**config.mk**
```make
export PLATFORM = sky130hd
export DESIGN_NAME = shift_unit
export DESIGN_NICKNAME = d
export VERILOG_FILES = /design/src/rtl/shift_unit_pkg.sv /design/src/rtl/shift_unit_sll.sv /design/src/rtl/shift_unit.sv
export SDC_FILE = /design/constraint.sdc
export NUM_CORES = 1
export LEC_CHECK = 0
export CAP_MARGIN = 20
export CORE_MARGIN = 4
export CORE_UTILIZATION = 50
export CTS_BUF_LIST = sky130_fd_sc_hd__clkbuf_8
export CTS_CLUSTER_SIZE = 8
export DETAILED_ROUTE_END_ITERATION = 10
export GPL_TIMING_DRIVEN = 0
export PLACE_DENSITY_LB_ADDON = 0.1
export SYNTH_ARGS = -nofsm -noshare
export SYNTH_HDL_FRONTEND = slang
export SYNTH_SLANG_ARGS = --single-unit
```
**constraint.sdc**
```tcl
create_clock -name clock -period 4.08 [get_ports clock]
set_input_delay 0.816 -clock clock [delete_from_list [all_inputs] [get_ports clock]]
set_output_delay 0.816 -clock clock [all_outputs]
set_load 0.05 [all_outputs]
```
**src/rtl/shift_unit_pkg.sv**
```systemverilog
// Shared processor package: shift-op encodings, request payload and bit-reverse helper.
package shift_unit_pkg;

  localparam int unsigned DATA_W  = 32;
  localparam int unsigned SHAMT_W = 5;

  typedef enum logic [1:0] {
    SH_SLL = 2'b00,
    SH_SRL = 2'b01,
    SH_SRA = 2'b10,
    SH_RSV = 2'b11
  } shift_op_e;

  typedef struct packed {
    logic [DATA_W-1:0]  data;
    logic [SHAMT_W-1:0] shamt;
    shift_op_e          op;
  } shift_req_t;

  function automatic logic [DATA_W-1:0] bit_rev(input logic [DATA_W-1:0] x);
    logic [DATA_W-1:0] r;
    for (int unsigned i = 0; i < DATA_W; i++) begin
      r[i] = x[DATA_W-1-i];
    end
    return r;
  endfunction

endpackage

```
**src/rtl/shift_unit_sll.sv**
```systemverilog
// 32-bit logarithmic left barrel shifter, zero fill.
module sll
  import shift_unit_pkg::*;
(
  input  logic [DATA_W-1:0]  a,
  input  logic [SHAMT_W-1:0] shamt,
  output logic [DATA_W-1:0]  y
);

  logic [DATA_W-1:0] stage [SHAMT_W+1];

  assign stage[0] = a;

  for (genvar i = 0; i < SHAMT_W; i++) begin : g_stage
    localparam int unsigned SH = 1 << i;
    assign stage[i+1] = shamt[i] ? {stage[i][DATA_W-SH-1:0], {SH{1'b0}}} : stage[i];
  end

  assign y = stage[SHAMT_W];

endmodule

```
**src/rtl/shift_unit.sv**
```systemverilog
// Two-stage sll/srl/sra shift pipeline with valid/ready handshake and flush.
// Define SHIFT_SRA_EN to enable arithmetic right shift; otherwise op 10 is reported illegal.
module shift_unit
  import shift_unit_pkg::*;
#(
  parameter int unsigned TAG_W = 5
) (
  input  logic                clock,
  input  logic                reset_n,
  input  logic                in_valid,
  output logic                in_ready,
  input  logic [DATA_W-1:0]   in_data,
  input  logic [SHAMT_W-1:0]  in_shamt,
  input  logic [1:0]          in_op,
  input  logic [TAG_W-1:0]    in_tag,
  input  logic                flush,
  output logic                out_valid,
  input  logic                out_ready,
  output logic [DATA_W-1:0]   out_data,
  output logic [TAG_W-1:0]    out_tag,
  output logic                out_illegal
);

  logic              s1_valid;
  shift_req_t        s1_req;
  logic [TAG_W-1:0]  s1_tag;
  logic              s1_advance;
  logic              accept;

  logic [DATA_W-1:0] sh_in;
  logic [DATA_W-1:0] sh_out;
  logic [DATA_W-1:0] srl_res;
  logic [DATA_W-1:0] result;
  logic              illegal;

  // Handshake: S2 is the output register, so out_valid doubles as s2_valid.
  assign s1_advance = !out_valid || out_ready;
  assign in_ready   = !s1_valid || s1_advance;
  assign accept     = in_valid && in_ready;

  // Right shifts reuse the left shifter on bit-reversed data.
  assign sh_in   = (s1_req.op == SH_SLL) ? s1_req.data : bit_rev(s1_req.data);
  assign srl_res = bit_rev(sh_out);

  sll u_sll_data (
    .a     (sh_in),
    .shamt (s1_req.shamt),
    .y     (sh_out)
  );

`ifdef SHIFT_SRA_EN
  logic [DATA_W-1:0] fill_lo;
  logic [DATA_W-1:0] fill;

  // Top shamt bits set to the sign bit; zero when shamt is 0.
  sll u_sll_fill (
    .a     ({DATA_W{1'b1}}),
    .shamt (s1_req.shamt),
    .y     (fill_lo)
  );

  assign fill = ~bit_rev(fill_lo) & {DATA_W{s1_req.data[DATA_W-1]}};
`endif

  always_comb begin
    result  = s1_req.data;
    illegal = 1'b1;
    case (s1_req.op)
      SH_SLL: begin
        result  = sh_out;
        illegal = 1'b0;
      end
      SH_SRL: begin
        result  = srl_res;
        illegal = 1'b0;
      end
`ifdef SHIFT_SRA_EN
      SH_SRA: begin
        result  = srl_res | fill;
        illegal = 1'b0;
      end
`endif
      default: begin
        result  = s1_req.data;
        illegal = 1'b1;
      end
    endcase
  end

  // S1: request register; flush wins over acceptance.
  always_ff @(posedge clock or negedge reset_n) begin
    if (!reset_n) begin
      s1_valid <= 1'b0;
      s1_req   <= '0;
      s1_tag   <= '0;
    end else if (flush) begin
      s1_valid <= 1'b0;
    end else if (in_ready) begin
      s1_valid <= in_valid;
      if (accept) begin
        s1_req.data  <= in_data;
        s1_req.shamt <= in_shamt;
        s1_req.op    <= shift_op_e'(in_op);
        s1_tag       <= in_tag;
      end
    end
  end

  // S2: result register; payload only loads with a valid entry so it reads 0 until the first result.
  always_ff @(posedge clock or negedge reset_n) begin
    if (!reset_n) begin
      out_valid   <= 1'b0;
      out_data    <= '0;
      out_tag     <= '0;
      out_illegal <= 1'b0;
    end else if (flush) begin
      out_valid <= 1'b0;
    end else if (s1_advance) begin
      out_valid <= s1_valid;
      if (s1_valid) begin
        out_data    <= result;
        out_tag     <= s1_tag;
        out_illegal <= illegal;
      end
    end
  end

endmodule
```
Yosys cells after proc, flatten, opt, wreduce, memory -nomap -nowiden
Cells that the tools add are included.
{"block": "word_totals", "latchBits": 0, "rom_bits": 0, "ff_bits": 84, "wordCells": 34, "input_bits": 49, "mem_bits_rw": 0, "mem_count": 0, "out_inout_bits": 40}
{"block": "classes", "n_addsub": 0, "mux": 12, "reduce_logical": 11, "bitwise": 1, "n_eq_ne": 1, "n_lt_le_gt_ge": 0, "shift": 0, "n_div": 0, "n_mul": 0}
{"op": "32-bit two-way mux", "count": 6}
{"op": "32-bit case mux with 2 select lines", "count": 1}
{"op": "3-bit AND reduction", "count": 2}
{"op": "1-bit two-way mux", "count": 5}
{"op": "2-bit nonzero test", "count": 2}
{"op": "2-bit by 1-bit == test with 1-bit output (second input constant)", "count": 1}
{"op": "1-bit zero test", "count": 2}
{"op": "2-bit zero test", "count": 1}
{"op": "1-bit logical OR", "count": 2}
{"op": "2-bit OR reduction", "count": 1}
{"op": "1-bit logical AND", "count": 1}
{"op": "1-bit NOT", "count": 1}

Depth between registers and ports, before layout
{"block": "depth", "ltp_word": 8, "ltp_mapped": 10, "ltp_nobuf": 7}

Cells and area by module
A second synthesis with hierarchy kept.
{"block": "unflattened", "hier_cells": 512, "hier_area_um2": 6048.3}
{"mod": "shift_unit", "cells_each": 329, "instances": 1, "seq_area_each_um2": 2102.0, "area_per_inst_um2": 4274.1}
{"mod": "sll", "cells_each": 183, "instances": 1, "seq_area_each_um2": 0.0, "area_per_inst_um2": 1774.2}

Least setup slack after synthesis
OpenSTA, ideal clock, no wires.
{"block": "synth_timing", "path_kind": "flip-flop to flip-flop", "start": "reg s1_req[0] (netlist name)", "end": "reg out_data[0]", "t_required_ns": 3.961, "synth_period_minus_slack_ns": 2.805, "setup_ns": 0.119, "stages_incl_launch_ff": 9, "slack_ns": 1.275, "arrival_ns": 2.686, "path_buffers": 1, "cell_sequence": "dfrtp_1 -> nor2_1 -> buf_2 -> mux4_2 -> mux4_2 -> mux2_2 -> o221ai_1 -> o21ai_0 -> o21a_1"}
{"block": "synth_between", "elab_chain_len": 8, "word_cells_on_any_way": 9, "cone_classes": "eq/ne (1); mux (7); reduce/logical (1)"}
{"element": "start: declaration", "line": "shift_unit.sv:25", "text": "shift_req_t s1_req;"}
{"element": "2-bit zero test", "line": "shift_unit.sv:42, shift_unit.sv:68"}
{"element": "32-bit two-way mux", "line": "shift_unit.sv:42", "text": "assign sh_in = (s1_req.op == SH_SLL) ? s1_req.data : bit_rev(s1_req.data);"}
{"element": "32-bit two-way mux (5 in a row)", "line": "shift_unit_sll.sv:16", "text": "assign stage[i+1] = shamt[i] ? {stage[i][DATA_W-SH-1:0], {SH{1'b0}}} : stage[i];"}
{"element": "32-bit case mux with 2 select lines *", "line": "shift_unit.sv:68", "text": "case (s1_req.op)"}
{"element": "end signal: assignment", "line": "shift_unit.sv:121", "text": "out_data <= result;"}
{"element": "end: declaration", "line": "shift_unit.sv:19", "text": "output logic [DATA_W-1:0] out_data,"}
Every way passes the cells marked *; elsewhere a longest branch is shown, timed or not.
A chain may end at the register's enable or synchronous reset.

Worst setup path in the final report
{"block": "layout_timing", "start": "reg s1_req[0] (netlist name)", "end": "reg out_data[7]"}
Same word-level chain as after synthesis.

==> flow_summary.json <==
{
  "max_freq_mhz": 277,
  "final_cell_area_sq_um": 7170,
  "grtUsageTotal_pct": 35.2,
  "layout.cells.non_filler": 807,
  "io_buffers": 88,
  "place_area_sq_um": 6990,
  "criticalPathCategory": "reg -> reg",
  "ys_seq_elements": 84,
  "wire_per_inst_um": 29.1,
  "ys_warn_count": 0,
  "min-delay-path-class": "in -> async",
  "rsz0062_at_grt": "no",
  "num_rows": 39,
  "dr.pass1.iters": 7,
  "cp_slowest_cell": "mux4_2",
  "total_power_uw": 3940,
  "ys_types": 58,
  "fin_crit_ns": 3.61,
  "r2r-start": "s1_req[0]",
  "fin_skew_ns": 0.0389,
  "drt-initial-drc-count": 806,
  "via_per_inst": 7.18,
  "syn_inst": 557,
  "max_slew_margin_pct": 27.4,
  "leakage_uw": 0.00274,
  "drive_gt1_share_pct": 18.4,
  "cts_htree_levels": 3,
  "dieHeight_um": 117,
  "crit_path_max_fanout": 10,
  "synthesis.area_sq_um": 5900,
  "cpMostUsedCell": "mux4_2",
  "synth-async-reset-ratio_pct": 100,
  "seq_area_frac_synth_pct": 35.6,
  "nets": 707,
  "reg2reg_depth": 8,
  "grt_first_pass_wirelength_um": 34700,
  "synthFlopType": "dfrtp_1",
  "gp_congestion": 1.02,
  "cts_resized": 0,
  "final_max_slew_viol_count": 0,
  "setup_viol": 0,
  "initial_core_util_pct": 51.5,
  "hold_violations": 0,
  "critPathLaunchType": "flip-flop",
  "via_count": 5792,
  "core_sq_um": 11500,
  "grt_pass1_vias": 5742,
  "max_stage_delay_ns": 0.62,
  "grt_max_degree": 48,
  "dp_hpwl_um": 17600,
  "synth_edf_count": 0,
  "fillers": 958,
  "cts_tree": "built",
  "drtAntennaViolNets": 0,
  "maxCapViolCount": 0,
  "cts_hold_buffers": 0,
  "cts_inserted_buffers": 9,
  "synth_area_per_cell_sq_um": 10.6,
  "cts_root_buffer": "clkbuf_8",
  "clk_latency_ns": 0.41,
  "clk_path_buf_depth": 2,
  "worst-slew-pin-transition_ns": 1.09,
  "antenna_found_initial": 0,
  "cts.sinks": 84,
  "cp.arrival_ns": 3.90,
  "drc_errors": 0,
  "powerDensity_nw_per_um2": 549,
  "crit_chain": "nor2_1, buf_2, mux4_2, mux4_2, mux2_2, a22oi_1, o21ai_0, o21a_1",
  "fin_crit_sh_pct": 88.5,
  "crit_path_start": "s1_req[0]",
  "r2r_slack_ns": 0.47,
  "syn2layout_area_growth_pct": 21.5,
  "worstPathRequired_ns": 4.36,
  "pin_count": 89,
  "path_clk_slew_ns": 0.13,
  "syn-num-nets": 606,
  "r2r-end": "out_data[7]",
  "routed_wl_um": 23500,
  "fp.dieArea_sq_um": 13600,
  "fp.dieW_um": 117,
  "outcome": "completed",
  "cts_setup_buffers": 0,
  "dp.cells": 790,
  "overflow": 0,
  "cp-end-kind": "flip-flop",
  "postLayoutCoreUtil_pct": 62.5,
  "peakVddDrop_uv": 479
}
==> worst max-delay path by stage <==
stage | end | slack [ns] | cells after the start
final | out_data[7] | 0.47 | 8
after global routing | out_data[7] | 0.33 | 8
after CTS | out_data[7] | 0.52 | 8
after detailed placement | out_data[7] | 0.52 | 8
after global placement | out_tag[1] | -0.58 | 1
after floorplan | out_data[0] | 1.27 | 8
==> layer usage <==
metal | up-vias | wire length, um | GRT usage (%) | part of all wire, %
met1 | 2849 | 9130 | 46.0 | 39
met3 | 98 | 2630 | 11.1 | 11
met4 | 0 | 1420 | 19.2 | 6.1
li1 | 2412 | - | - | -
met5 | - | 0 | 0 | 0
met2 | 433 | 10300 | 52.3 | 44
==> final cells by class <==
type | instances | area, sq um | share of cell area (%)
antenna | 1 | 2.50 | 0.0349
buffer | 47 | 221 | 3.09
clock buffer | 9 | 124 | 1.73
clock inverter | 7 | 58.8 | 0.820
inverter | 6 | 22.5 | 0.314
multi-input combinational | 420 | 3560 | 49.6
sequential | 84 | 2100 | 29.3
tap | 143 | 179 | 2.49
timing repair buffer | 90 | 903 | 12.6
==> placed cells by master, fill, tap and decap left out, types with 3 or more instances in the layout <==
cell type	netlist	layout
a21oi_1	22	22
a221o_1	9	9
a221oi_1	28	28
a22o_1	4	4
a22oi_1	17	17
a31oi_1	6	6
a32oi_1	7	7
and2_1	4	4
and3_1	3	3
buf_1	4	4
buf_2	8	9
buf_4	4	5
clkbuf_1	28	28
clkbuf_8	0	9
clkdlybuf4s50_1	0	87
clkinv_4	0	3
dfrtp_1	84	84
mux2_2	53	53
mux2i_1	20	20
mux4_1	9	9
mux4_2	29	29
nand2_1	51	51
nand2b_1	3	3
nand3_1	5	5
nand3b_1	5	5
nor2_1	46	46
nor2b_1	6	6
nor3_1	8	8
o2111ai_1	5	5
o211ai_1	8	8
o21a_1	12	12
o21ai_0	26	26
o22ai_1	3	3
o2bb2ai_1	3	3
or3b_2	4	4
==> registers in the layout, summed over array words and instances, names as in the netlist <==
name,count
s1_req,39
out_data,32
out_tag,5
s1_tag,5
out_illegal,1
out_valid,1
s1_valid,1
==> kinds of logic (layout without fill, tap and decap cells) <==
kind of cell / Yosys count / after routing / share of synthesized area [%]
and+or+nand+nor: 144 / 144 / 11.2
DFF: 84 / 84 / 35.6
other: 0 / 1 / 0
AOI/OAI and AO/OA: 165 / 165 / 20.5
muxes: 111 / 111 / 28.6
buffers and inverters: 53 / 159 / 4.13
==> through the flow <==
step / hold WS [ns] / worst slack, ns / setup TNS, ns
2_1_floorplan: 0.433 / 1.27 / 0
3_3_place_gp: 0.446 / -0.576 / -47.72
3_5_place_dp: 0.454 / 0.520 / 0
4_1_cts: 0.386 / 0.520 / 0
5_1_grt: 0.406 / 0.331 / 0
6_report: 0.365 / 0.468 / 0
==> synthesized netlist by cell type, types with 2 or more instances <==
cell type	instances	area, sq um
a21oi_1	22	110
o32ai_1	2	17.5
nand3b_1	5	37.5
o21ai_0	26	130
o21a_1	12	90.1
a221o_1	9	90.1
buf_1	4	15.0
nand2b_1	3	18.8
buf_6	2	22.5
and3_1	3	18.8
dfrtp_1	84	2100
o22ai_1	3	18.8
nor2_1	46	173
nor2b_1	6	37.5
mux2i_1	20	200
buf_4	4	30.0
nor3_1	8	40.0
o211ai_1	8	60.1
mux2_2	53	597
a22o_1	4	35.0
inv_2	2	7.51
nand2_1	51	191
a221oi_1	28	245
nor3b_1	2	15.0
or3b_2	4	35.0
a31oi_1	6	37.5
a22oi_1	17	128
buf_2	8	40.0
clkbuf_1	28	105
nand4_1	2	12.5
and2_1	4	25.0
mux4_2	29	653
mux4_1	9	236
o2111ai_1	5	43.8
inv_1	2	7.51
nand3_1	5	25.0
o2bb2ai_1	3	26.3
a32oi_1	7	61.3
clkinv_1	2	7.51
==> critical path: cells and delay by family, from the launching register on <==
family	cells	cell delay (ns)
AO/OA/AOI/OAI	3	0.78
buffers and inverters	1	0.41
flip-flops	1	0.46
multiplexers	3	1.53
AND/OR/NAND/NOR	1	0.34
==> power by group <==
group	internal (uW)	total, uW	switching [uW]
Combinational	801	2100	1300
Clock	230	601	371
Sequential	1000	1230	231
No activity file was read; power rests on OpenSTA's default activity.
